`src/rtl/crossbar_pkg.sv`:
```
// Shared types for the streaming crossbar: dest-width helper, per-source
// routing FSM states and the skid-buffer entry layout.
package crossbar_pkg;

   function automatic int dest_width(input int count);
      return (count <= 2) ? 1 : $clog2(count);
   endfunction

   localparam int CB_DATA_WIDTH = 8;
   localparam int CB_PORT_COUNT = 3;
   localparam int CB_DEST_WIDTH = dest_width(CB_PORT_COUNT);

   typedef enum logic [1:0] {
      IDLE,
      ROUTE,
      DROP
   } route_state_t;

   // port is latched at the header and repeated on every beat of the packet
   typedef struct packed {
      logic [CB_DATA_WIDTH-1:0] data;
      logic                     last;
      logic                     dest_bad;
      logic [CB_DEST_WIDTH-1:0] port;
   } beat_entry_t;

endpackage

```
`src/rtl/stream_dest_router_if.sv`:
```
// Ingress stream plus arbiter request/grant and per-port egress handshake of
// one crossbar source.
interface stream_dest_router_if #(
   parameter int T_DATA_WIDTH = 8,
   parameter int M_DATA_COUNT = 3,
   parameter int T_DEST_WIDTH = crossbar_pkg::dest_width(M_DATA_COUNT)
);
   logic [T_DATA_WIDTH-1:0] s_data_i;
   logic                    s_last_i;
   logic [T_DEST_WIDTH-1:0] s_dest_i;
   logic                    s_valid_i;
   logic                    s_ready_o;
   logic [M_DATA_COUNT-1:0] req_o;
   logic [M_DATA_COUNT-1:0] grant_i;
   logic [T_DATA_WIDTH-1:0] m_data_o;
   logic                    m_last_o;
   logic [M_DATA_COUNT-1:0] m_valid_o;
   logic [M_DATA_COUNT-1:0] m_ready_i;

   modport slave (
      input  s_data_i, s_last_i, s_dest_i, s_valid_i, grant_i, m_ready_i,
      output s_ready_o, req_o, m_data_o, m_last_o, m_valid_o
   );

   modport master (
      output s_data_i, s_last_i, s_dest_i, s_valid_i, grant_i, m_ready_i,
      input  s_ready_o, req_o, m_data_o, m_last_o, m_valid_o
   );
endinterface

```
`src/rtl/stream_skid_buffer.sv`:
```
// Two-entry registered slice (head + spare); ready comes straight from a flop
// and the slice sustains one beat per cycle while the head keeps popping.
module stream_skid_buffer #(
   parameter int WIDTH = 8
) (
   input  logic             clk,
   input  logic             rst,
   input  logic [WIDTH-1:0] i_data,
   input  logic             i_valid,
   output logic             o_ready,
   output logic [WIDTH-1:0] o_head,
   output logic             o_head_valid,
   input  logic             i_pop
);
   logic [WIDTH-1:0] r_head;
   logic [WIDTH-1:0] r_spare;
   logic             r_headValid;
   logic             r_spareValid;
   logic             r_ready;
   logic             w_accept;
   logic             w_headFree;

   assign w_accept   = i_valid & r_ready;
   assign w_headFree = ~r_headValid | i_pop;

   // A full spare implies ready was low, so nothing is accepted in that cycle.
   always_ff @(posedge clk) begin
      if (rst) begin
         r_head       <= '0;
         r_spare      <= '0;
         r_headValid  <= 1'b0;
         r_spareValid <= 1'b0;
         r_ready      <= 1'b0;
      end else if (w_headFree) begin
         if (r_spareValid) begin
            r_head      <= r_spare;
            r_headValid <= 1'b1;
         end else begin
            r_headValid <= w_accept;
            if (w_accept) begin
               r_head <= i_data;
            end
         end
         r_spareValid <= 1'b0;
         r_ready      <= 1'b1;
      end else begin
         if (w_accept) begin
            r_spare      <= i_data;
            r_spareValid <= 1'b1;
         end
         r_ready <= ~(r_spareValid | w_accept);
      end
   end

   assign o_ready      = r_ready;
   assign o_head       = r_head;
   assign o_head_valid = r_headValid;
endmodule

```
`src/rtl/stream_dest_router.sv`:
```
// Per-source crossbar ingress: latches the packet destination at the header,
// requests the chosen master-port arbiter and drops packets to absent ports.
module stream_dest_router
   import crossbar_pkg::*;
#(
   parameter int T_DATA_WIDTH   = CB_DATA_WIDTH,
   parameter int M_DATA_COUNT   = CB_PORT_COUNT,
   parameter int T_DEST_WIDTH   = dest_width(M_DATA_COUNT),
   parameter int DROP_CNT_WIDTH = 8
) (
   input  logic                      clk,
   input  logic                      rst,
   stream_dest_router_if.slave       io_bus,
   output logic [DROP_CNT_WIDTH-1:0] drop_cnt_o
);
   logic                      r_hdr;
   logic [T_DEST_WIDTH-1:0]   r_pktPort;
   logic                      r_pktBad;
   logic [T_DEST_WIDTH-1:0]   r_routePort;
   logic [DROP_CNT_WIDTH-1:0] r_dropCnt;
   route_state_t              r_state;
   route_state_t              w_nextState;
   route_state_t              w_mode;
   beat_entry_t               w_inEntry;
   beat_entry_t               w_head;
   logic                      w_headValid;
   logic                      w_ready;
   logic                      w_accept;
   logic                      w_destBad;
   logic                      w_pop;
   logic                      w_dropDone;
   logic                      w_portGrant;
   logic                      w_portReady;
   logic [T_DEST_WIDTH-1:0]   w_port;
   logic [M_DATA_COUNT-1:0]   w_req;
   logic [M_DATA_COUNT-1:0]   w_valid;

   assign w_accept  = io_bus.s_valid_i & w_ready;
   assign w_destBad = (32'(io_bus.s_dest_i) >= M_DATA_COUNT);

   always_comb begin
      w_inEntry.data = io_bus.s_data_i;
      w_inEntry.last = io_bus.s_last_i;
      if (r_hdr) begin
         w_inEntry.port     = io_bus.s_dest_i;
         w_inEntry.dest_bad = w_destBad;
      end else begin
         w_inEntry.port     = r_pktPort;
         w_inEntry.dest_bad = r_pktBad;
      end
   end

   always_ff @(posedge clk) begin
      if (rst) begin
         r_hdr     <= 1'b1;
         r_pktPort <= '0;
         r_pktBad  <= 1'b0;
      end else if (w_accept) begin
         r_hdr <= io_bus.s_last_i;
         if (r_hdr) begin
            r_pktPort <= io_bus.s_dest_i;
            r_pktBad  <= w_destBad;
         end
      end
   end

   stream_skid_buffer #(
      .WIDTH($bits(beat_entry_t))
   ) u_skid (
      .clk          (clk),
      .rst          (rst),
      .i_data       (w_inEntry),
      .i_valid      (io_bus.s_valid_i),
      .o_ready      (w_ready),
      .o_head       (w_head),
      .o_head_valid (w_headValid),
      .i_pop        (w_pop)
   );

   always_ff @(posedge clk) begin
      if (rst) begin
         r_state     <= IDLE;
         r_routePort <= '0;
      end else begin
         r_state     <= w_nextState;
         r_routePort <= w_port;
      end
   end

   // A freshly filled head is routed in the same cycle, which keeps the
   // acceptance-to-valid latency at one cycle and avoids gaps between packets.
   always_comb begin
      w_mode = r_state;
      if (r_state == IDLE && w_headValid) begin
         w_mode = w_head.dest_bad ? DROP : ROUTE;
      end
      w_port      = (r_state == IDLE) ? w_head.port : r_routePort;
      w_portGrant = 1'b0;
      w_portReady = 1'b0;
      w_req       = '0;
      w_valid     = '0;
      w_pop       = 1'b0;
      w_dropDone  = 1'b0;
      w_nextState = w_mode;
      for (int j = 0; j < M_DATA_COUNT; j++) begin
         if (w_port == T_DEST_WIDTH'(j)) begin
            w_portGrant = io_bus.grant_i[j];
            w_portReady = io_bus.m_ready_i[j];
         end
      end
      case (w_mode)
         ROUTE: begin
            for (int j = 0; j < M_DATA_COUNT; j++) begin
               if (w_port == T_DEST_WIDTH'(j)) begin
                  w_req[j]   = 1'b1;
                  w_valid[j] = w_headValid & io_bus.grant_i[j];
               end
            end
            w_pop = w_headValid & w_portGrant & w_portReady;
            if (w_pop && w_head.last) begin
               w_nextState = IDLE;
            end
         end
         DROP: begin
            w_pop = w_headValid;
            if (w_pop && w_head.last) begin
               w_nextState = IDLE;
               w_dropDone  = 1'b1;
            end
         end
         default: begin
            w_nextState = IDLE;
         end
      endcase
   end

   always_ff @(posedge clk) begin
      if (rst) begin
         r_dropCnt <= '0;
      end else if (w_dropDone && (r_dropCnt != '1)) begin
         r_dropCnt <= r_dropCnt + DROP_CNT_WIDTH'(1);
      end
   end

   assign io_bus.s_ready_o = w_ready;
   assign io_bus.req_o     = w_req;
   assign io_bus.m_valid_o = w_valid;
   assign io_bus.m_data_o  = (|w_valid) ? w_head.data : '0;
   assign io_bus.m_last_o  = (|w_valid) ? w_head.last : 1'b0;
   assign drop_cnt_o       = r_dropCnt;
endmodule

```
`src/flat_wrapper.sv`:
```
// flat-port wrapper written by rule: the top's interface ports become plain ports
module stream_dest_router_flat import crossbar_pkg::*;
#(
   parameter int T_DATA_WIDTH   = CB_DATA_WIDTH,
   parameter int M_DATA_COUNT   = CB_PORT_COUNT,
   parameter int T_DEST_WIDTH   = dest_width(M_DATA_COUNT),
   parameter int DROP_CNT_WIDTH = 8
)
  (clk, rst, drop_cnt_o, io_bus_s_data_i, io_bus_s_last_i, io_bus_s_dest_i, io_bus_s_valid_i, io_bus_grant_i, io_bus_m_ready_i, io_bus_s_ready_o, io_bus_req_o, io_bus_m_data_o, io_bus_m_last_o, io_bus_m_valid_o);
  stream_dest_router_if #(.T_DATA_WIDTH(T_DATA_WIDTH), .M_DATA_COUNT(M_DATA_COUNT), .T_DEST_WIDTH(T_DEST_WIDTH)) io_bus_i ();
  input  logic clk;
  input  logic rst;
  output logic [DROP_CNT_WIDTH-1:0] drop_cnt_o;
  input wire logic [$bits(io_bus_i.s_data_i)-1:0] io_bus_s_data_i;
  input wire logic [$bits(io_bus_i.s_last_i)-1:0] io_bus_s_last_i;
  input wire logic [$bits(io_bus_i.s_dest_i)-1:0] io_bus_s_dest_i;
  input wire logic [$bits(io_bus_i.s_valid_i)-1:0] io_bus_s_valid_i;
  input wire logic [$bits(io_bus_i.grant_i)-1:0] io_bus_grant_i;
  input wire logic [$bits(io_bus_i.m_ready_i)-1:0] io_bus_m_ready_i;
  output wire logic [$bits(io_bus_i.s_ready_o)-1:0] io_bus_s_ready_o;
  output wire logic [$bits(io_bus_i.req_o)-1:0] io_bus_req_o;
  output wire logic [$bits(io_bus_i.m_data_o)-1:0] io_bus_m_data_o;
  output wire logic [$bits(io_bus_i.m_last_o)-1:0] io_bus_m_last_o;
  output wire logic [$bits(io_bus_i.m_valid_o)-1:0] io_bus_m_valid_o;
  assign io_bus_i.s_data_i = io_bus_s_data_i;
  assign io_bus_i.s_last_i = io_bus_s_last_i;
  assign io_bus_i.s_dest_i = io_bus_s_dest_i;
  assign io_bus_i.s_valid_i = io_bus_s_valid_i;
  assign io_bus_i.grant_i = io_bus_grant_i;
  assign io_bus_i.m_ready_i = io_bus_m_ready_i;
  assign io_bus_s_ready_o = io_bus_i.s_ready_o;
  assign io_bus_req_o = io_bus_i.req_o;
  assign io_bus_m_data_o = io_bus_i.m_data_o;
  assign io_bus_m_last_o = io_bus_i.m_last_o;
  assign io_bus_m_valid_o = io_bus_i.m_valid_o;
  stream_dest_router #(.T_DATA_WIDTH(T_DATA_WIDTH), .M_DATA_COUNT(M_DATA_COUNT), .T_DEST_WIDTH(T_DEST_WIDTH), .DROP_CNT_WIDTH(DROP_CNT_WIDTH)) u_core (.clk(clk), .rst(rst), .io_bus(io_bus_i), .drop_cnt_o(drop_cnt_o));
endmodule
```
`config.mk`:
```
export PLATFORM = sky130hd
export DESIGN_NAME = stream_dest_router_flat
export DESIGN_NICKNAME = d
export VERILOG_FILES = /design/src/rtl/crossbar_pkg.sv /design/src/rtl/stream_dest_router_if.sv /design/src/rtl/stream_skid_buffer.sv /design/src/rtl/stream_dest_router.sv /design/src/flat_wrapper.sv
export SDC_FILE = /design/constraint.sdc
export NUM_CORES = 1
export LEC_CHECK = 0
export ABC_AREA = 1
export CAP_MARGIN = 20
export CORE_ASPECT_RATIO = 0.9
export CORE_MARGIN = 5
export CORE_UTILIZATION = 24
export CTS_BUF_LIST = sky130_fd_sc_hd__clkbuf_8
export DETAILED_ROUTE_END_ITERATION = 8
export GPL_TIMING_DRIVEN = 1
export PLACE_DENSITY = 0.42
export REMOVE_ABC_BUFFERS = 1
export SLEW_MARGIN = 20
export SYNTH_ARGS = -nofsm -noshare
export SYNTH_HDL_FRONTEND = slang
export SYNTH_SLANG_ARGS = --single-unit
```
`constraint.sdc`:
```
create_clock -name clk -period 2.3 [get_ports clk]
set_clock_uncertainty 0.15 [all_clocks]
set_input_delay 0.575 -clock clk [delete_from_list [all_inputs] [get_ports clk]]
set_output_delay 0.575 -clock clk [all_outputs]
set_load 0.01 [all_outputs]
```
* Word level (Yosys, flattened, before mapping)
Cells that the tools add are included.
** Storage, ports and cells
- Flip-flop bits (word level) :: 43
- Input port bits :: 20
- Output and inout port bits :: 24
- Logic and storage cells :: 71
** Operators by class
- Add/sub/neg operators :: 1
- $lt $le $gt $ge :: 1
- Eq/ne operators :: 5
- Muxes and demuxes :: 30
- Bitwise gates (word level) :: 11
- Reductions and logical operators :: 12
** Operators with widths (number)
- 12-bit two-way mux :: 2
- 1-bit two-way mux :: 17
- 2-bit two-way mux :: 5
- 3-bit two-way mux :: 3
- 8-bit by 1-bit adder with 8-bit output, second input constant :: 1
- 8-bit two-way mux :: 1
- 8-bit != test, second input constant :: 1
- 1-bit bitwise AND :: 6
- 2-bit AND reduction :: 3
- 2-bit by 1-bit == test with 1-bit output, second input constant :: 2
- 2-bit == test, second input constant :: 2
- 1-bit logical AND :: 4
- 2-bit zero test :: 2
- 2-bit one-hot mux with 2 select lines :: 1
- 1-bit NOT :: 3
- 3-bit OR reduction :: 1
- 2-bit >= comparator, second input constant :: 1
- 1-bit OR :: 2
- 1-bit one-hot mux with 2 select lines :: 1
- 2-bit nonzero test :: 1
- 2-bit OR reduction :: 1

* Logic depth before layout (Yosys ltp)
Gate-level depths: netlist of run 1.
- Word-level depth :: 12
- Mapped depth :: 15
- Depth with buffers taken out :: 14

* Hierarchy
From an unflattened synthesis of run 1, not the netlist that was laid out.
** Second synthesis, totals
- Cells, all modules :: 354
- Area, all modules :: 2307.2 um2
** Modules (own cells, without submodules)
- stream_skid_buffer :: times used 1, cells each 192, area an instance 1255.0 um2, seq. area each 540.5 um2
- stream_dest_router :: times used 1, cells each 162, area an instance 1052.3 um2, seq. area each 320.3 um2

* Least setup slack after synthesis of run 1
No wires, ideal clock.
- Kind :: register to output
- Start point :: register u_core.u_skid.r_headValid (netlist: u_core.u_skid.o_head_valid)
- End point :: output io_bus_m_data_o[0]
- Arrival time :: 1.547 ns
- Data required time :: 1.575 ns
- Path slack :: 0.028 ns
- Cell stages (with the launch flop) :: 8
- Path buffers :: 1
- Path through :: dfxtp_1 > clkbuf_1 > a31oi_1 > ha_1 > nand2_1 > inv_1 > nand2_1 > nor2_1
** On the way
- Cells in the longest elaborated chain, start to end :: 6
- Elaborated cells between the ends (all ways) :: 12
- Those cells by class :: eq/ne: 1; mux: 6; bitwise: 3; reduce/logical: 2
** RTL lines
- start: declaration :: RTL line stream_skid_buffer.sv:17 : logic r_headValid;
- start signal: assignment :: RTL line stream_skid_buffer.sv:39 : r_headValid <= w_accept;
- 1-bit logical AND :: RTL line stream_dest_router.sv:94 : if (r_state == IDLE && w_headValid) begin
- 2-bit two-way mux :: RTL line stream_dest_router.sv:94
- 2-bit by 1-bit == test with 1-bit output :: RTL line stream_dest_router.sv:111 : case (w_mode)
- 3-bit two-way mux * :: RTL line stream_dest_router.sv:111
- 3-bit OR reduction * :: RTL line stream_dest_router.sv:148 : assign io_bus.m_data_o = (|w_valid) ? w_head.data : '0;
- 8-bit two-way mux * :: RTL line stream_dest_router.sv:148
- end: declaration :: RTL line flat_wrapper.sv:22 : output wire logic [$bits(io_bus_i.m_data_o)-1:0] io_bus_m_data_o;
Mark *: on every way between the ends. The rest lies on a longest branch, timed or not.

* Worst setup path in the final report of run 1
- Start point :: register u_core.r_state[1]
- End point :: output io_bus_m_data_o[7]
** On the way
- Cells in the longest elaborated chain, start to end :: 7
- Elaborated cells between the ends (all ways) :: 14
- Those cells by class :: eq/ne: 3; mux: 7; reduce/logical: 4
** RTL lines
- start: declaration :: RTL line stream_dest_router.sv:21 : route_state_t r_state;
- start signal: assignment :: RTL line stream_dest_router.sv:85 : r_state <= w_nextState;
- 2-bit zero test :: RTL line stream_dest_router.sv:94, stream_dest_router.sv:97
- 2-bit two-way mux / 1-bit logical AND (equally long branches) :: RTL line stream_dest_router.sv:97, stream_dest_router.sv:94
- 2-bit by 1-bit == test with 1-bit output (tied with other cells) :: RTL line stream_dest_router.sv:114 : if (w_port == T_DEST_WIDTH'(j)) begin
- 1-bit two-way mux / 2-bit by 1-bit == test with 1-bit output (equally long branches) :: RTL line stream_dest_router.sv:114, stream_dest_router.sv:111
- 3-bit two-way mux * :: RTL line stream_dest_router.sv:111
- 3-bit OR reduction * :: RTL line stream_dest_router.sv:148
- 8-bit two-way mux * :: RTL line stream_dest_router.sv:148
Marked as above.

==> flow_metrics.env, run 1 <==
export IMPL_run_status="finished with violations"
export IMPL_violations="negative setup slack"
export IMPL_synthDistinctLibCells=27
export IMPL_cap_violations=0
export IMPL_grt_overflow=0
export IMPL_required_ps=1570
export IMPL_drive_gt1_share_pct=31.9
export IMPL_grt_use_met3_pct=2.69
export IMPL_path_max_fanout=4
export IMPL_die_w_um=111
export IMPL_critPathLaunchType="register"
export IMPL_dp_slack_ps=-598
export IMPL_fin_total_pwr_mw=1.61
export IMPL_grt_max_degree=17
export IMPL_finalCriticalPeriod_ps=2380
export IMPL_hold_viol=0
export IMPL_clock_latency_ps=290
export IMPL_cts_tree="done"
export IMPL_ys_warn_count=0
export IMPL_layout_commonest_cell="nand2_1"
export IMPL_route_vias_total=2218
export IMPL_r2r_end="u_core.u_skid.o_head[9]"
export IMPL_fmaxAchievable_ghz=0.420
export IMPL_routed_via_density=4.18
export IMPL_setup_viol=8
export IMPL_grt_setup_unrepaired="true"
export IMPL_relSlewSlack_pct=80.6
export IMPL_hold_path_class="register to register"
export IMPL_initial_utilization_pct=24.5
export IMPL_die_h_um=101
export IMPL_final_net_count=430
export IMPL_clk_pin_slew_ps=80
export IMPL_grt_usage_pct=10.9
export IMPL_seqPwrFrac_pct=49.2
export IMPL_ff2ff_path_depth=18
export IMPL_max_stage_delay_ps=380
export IMPL_fin_ws_ps=-79.1
export IMPL_cts_buffers=5
export IMPL_period_share_pct=103
export IMPL_seq_area_frac_synth_pct=38.7
export IMPL_clkSinkCount=43
export IMPL_n_antenna_cell=0
export IMPL_cp_cell_sequence="nor2_4 > buf_6 > nand2_2 > nand2_4 > nand3_4 > nand3_4 > nand2_4 > buf_4 > nor2_1 > buf_2"
export IMPL_peakVddDrop_v=0.000245
export IMPL_p_per_area_mw_per_mm2=488
export IMPL_r2r_start="u_core.r_state[1]"
export IMPL_ioPinCount=44
export IMPL_hpwl_mm=4.32
export IMPL_core_region_area_sq_mm=0.00908
export IMPL_p_leak_nw=1.49
export IMPL_area_growth_pct=48.4
export IMPL_hp_start="u_core.r_pktPort[0]"
export IMPL_holdBufCountCts=0
export IMPL_hold_path_cell_count=2
export IMPL_hold_end="u_core.r_pktPort[0]"
export IMPL_mostFrequentLayoutCells="77 x nand2_1, 43 x nor2_1, 39 x dfxtp_1"
export IMPL_port_buffers=43
export IMPL_arrival_ps=1650
export IMPL_critical_path_class="register to output port"
export IMPL_grt_busiest_layer="met2"
export IMPL_die_area_sq_mm=0.0113
export IMPL_wl_per_cell_um=11.7
export IMPL_dr_pass1_iters=4
export IMPL_p_sw_share_pct=29.2
export IMPL_num_rows=33
export IMPL_syn_cell_area_sq_mm=0.00222
export IMPL_drc_errors=0
export IMPL_post_route_cell_area_sq_mm=0.00330
export IMPL_synth_cells=332
export IMPL_p_int_mw=1.14
export IMPL_wirelength_mm=6.19
export IMPL_fin_hold_ws_ps=311
export IMPL_grt_pass1_wl_mm=10.2
export IMPL_combPwrFrac_pct=21.2
export IMPL_power_switching_mw=0.470
export IMPL_yosys_register_bits=43
export IMPL_grt_use_met1_pct=15.3
export IMPL_reg2reg_slack_ps=100
export IMPL_grt_pass1_vias=2071
export IMPL_grt_util_met2_pct=17.2
export IMPL_place_gp_congestion=0.762
export IMPL_finish_utilization_pct=36.3
export IMPL_htreeDepth=2
export IMPL_ant_nets=0
export IMPL_cp_slowest_cell="dfxtp_4"
export IMPL_maxSlewViolCount=0
export IMPL_antenna_found_initial=0
export IMPL_tightest_slew_ps=289
export IMPL_syn_area_per_cell_sq_um=6.69
export IMPL_drt_iter0_drc=90
export IMPL_place_area_sq_mm=0.00293
export IMPL_root_buffer="clkbuf_8"
export IMPL_cp_end_kind="output port"
export IMPL_cts_buffer_depth=2
export IMPL_p_clk_share_pct=29.6
==> cell usage after synthesis <==
library cell / n / area share, %
nand3_4: 1 / 0.79
ha_1: 3 / 1.7
inv_1: 41 / 6.9
nor2_4: 1 / 0.51
nand3_2: 5 / 2.3
o21ai_0: 17 / 3.8
buf_8: 1 / 0.68
buf_4: 1 / 0.34
a21oi_2: 6 / 2.4
nor3b_1: 1 / 0.34
nand2_4: 2 / 1.0
buf_2: 1 / 0.23
a31oi_1: 1 / 0.28
buf_6: 2 / 1.0
inv_2: 2 / 0.34
nor4_1: 1 / 0.28
clkbuf_1: 6 / 1.0
o211ai_1: 1 / 0.34
nor2_1: 55 / 9.3
nor3_1: 7 / 1.6
nand2_1: 88 / 15
nand3_1: 14 / 3.2
nand2_2: 11 / 3.1
clkinv_1: 2 / 0.34
nand4_1: 8 / 2.3
dfxtp_1: 43 / 39
a21oi_1: 11 / 2.5
==> worst max-delay path, delay by kind of cell, from the launching register on <==
family	cells	cell delay, ps
flops	1	380
buf+inv	3	400
simple gates	7	580
==> cells by family after synthesis <==
family	after synthesis	share of synthesized area (%)
and+or+nand+nor	194	39.4
AOI/OAI and AO/OA	36	9.29
buffers and inverters	56	10.9
adders and majority gates	3	1.69
DFF	43	38.7
==> how the worst max path moves through the flow <==
stage,start,cells after the start,slack [ps],endpoint
finish,u_core.r_state[1],10,-80,io_bus_m_data_o[7]
global route,u_core.r_state[1],10,-180,io_bus_m_data_o[7]
CTS,u_core.r_state[1],10,-110,io_bus_m_data_o[2]
detailed placement,io_bus_grant_i[1],7,-600,io_bus_m_data_o[4]
global placement,io_bus_grant_i[2],7,-580,io_bus_m_data_o[0]
floorplan,u_core.u_skid.o_head_valid,12,-40,u_core.u_skid.o_head[0]
==> state kept, by name, summed over array words and instances, names as in the netlist <==
name,cells
u_core.u_skid.o_head,12
u_core.u_skid.r_spareValid,1
u_core.u_skid.o_head_valid,1
u_core.r_state,2
u_core.r_hdr,1
u_core.u_skid.r_spare,12
u_core.drop_cnt_o,8
u_core.r_pktBad,1
u_core.r_routePort,2
u_core.r_pktPort,2
u_core.u_skid.o_ready,1
==> layer usage <==
metal / vias up / share of wire [%]
met5: - / 0
met4: 0 / 0
met3: 0 / 4.0
met2: 45 / 44
met1: 983 / 52
li1: 1190 / -
==> timing repair <==
action / in CTS / in global routing
resized for setup: 86 / 46
buffers inserted: 5 / 3
pin swaps: 9 / 10
endpoints found under the setup margin: 15 / 48
cloned: 0 / 2
==> metrics by stage <==
stage	setup TNS (ps)	std cells
6_report	-500	530
5_1_grt	-2610	530
4_1_cts	-869	525
3_5_place_dp	-6430	512
3_3_place_gp	-6260	512
2_1_floorplan	-426	321
==> power groups by stage <==
stage / clock network, mW / registers, mW / logic [mW]
floorplan: 0 / 0.810 / 0.142
global placement: 0 / 0.809 / 0.275
detailed placement: 0 / 0.808 / 0.276
CTS: 0.498 / 0.790 / 0.299
global route: 0.527 / 0.797 / 0.382
finish: 0.477 / 0.792 / 0.341
==> layout make-up <==
| cell class | count | area [sq um] |
|---|---|---|
| Clock buffer | 5 | 68.8 |
| Clock inverter | 3 | 15.0 |
| Multi-Input combinational cell | 234 | 1360 |
| Sequential cell | 43 | 868 |
| Tap cell | 122 | 153 |
| Inverter | 45 | 169 |
| Fill cell | 995 | 5790 |
| Timing Repair Buffer | 78 | 662 |
Power figures use the tool's default switching activity.
==> inputs of run 2 (changes only) <==
Settings changed: GPL_ROUTABILITY_DRIVEN from default to 0.
==> results of run 2 <==
The final DEF is identical to that of run 1; final timing and power are the same.
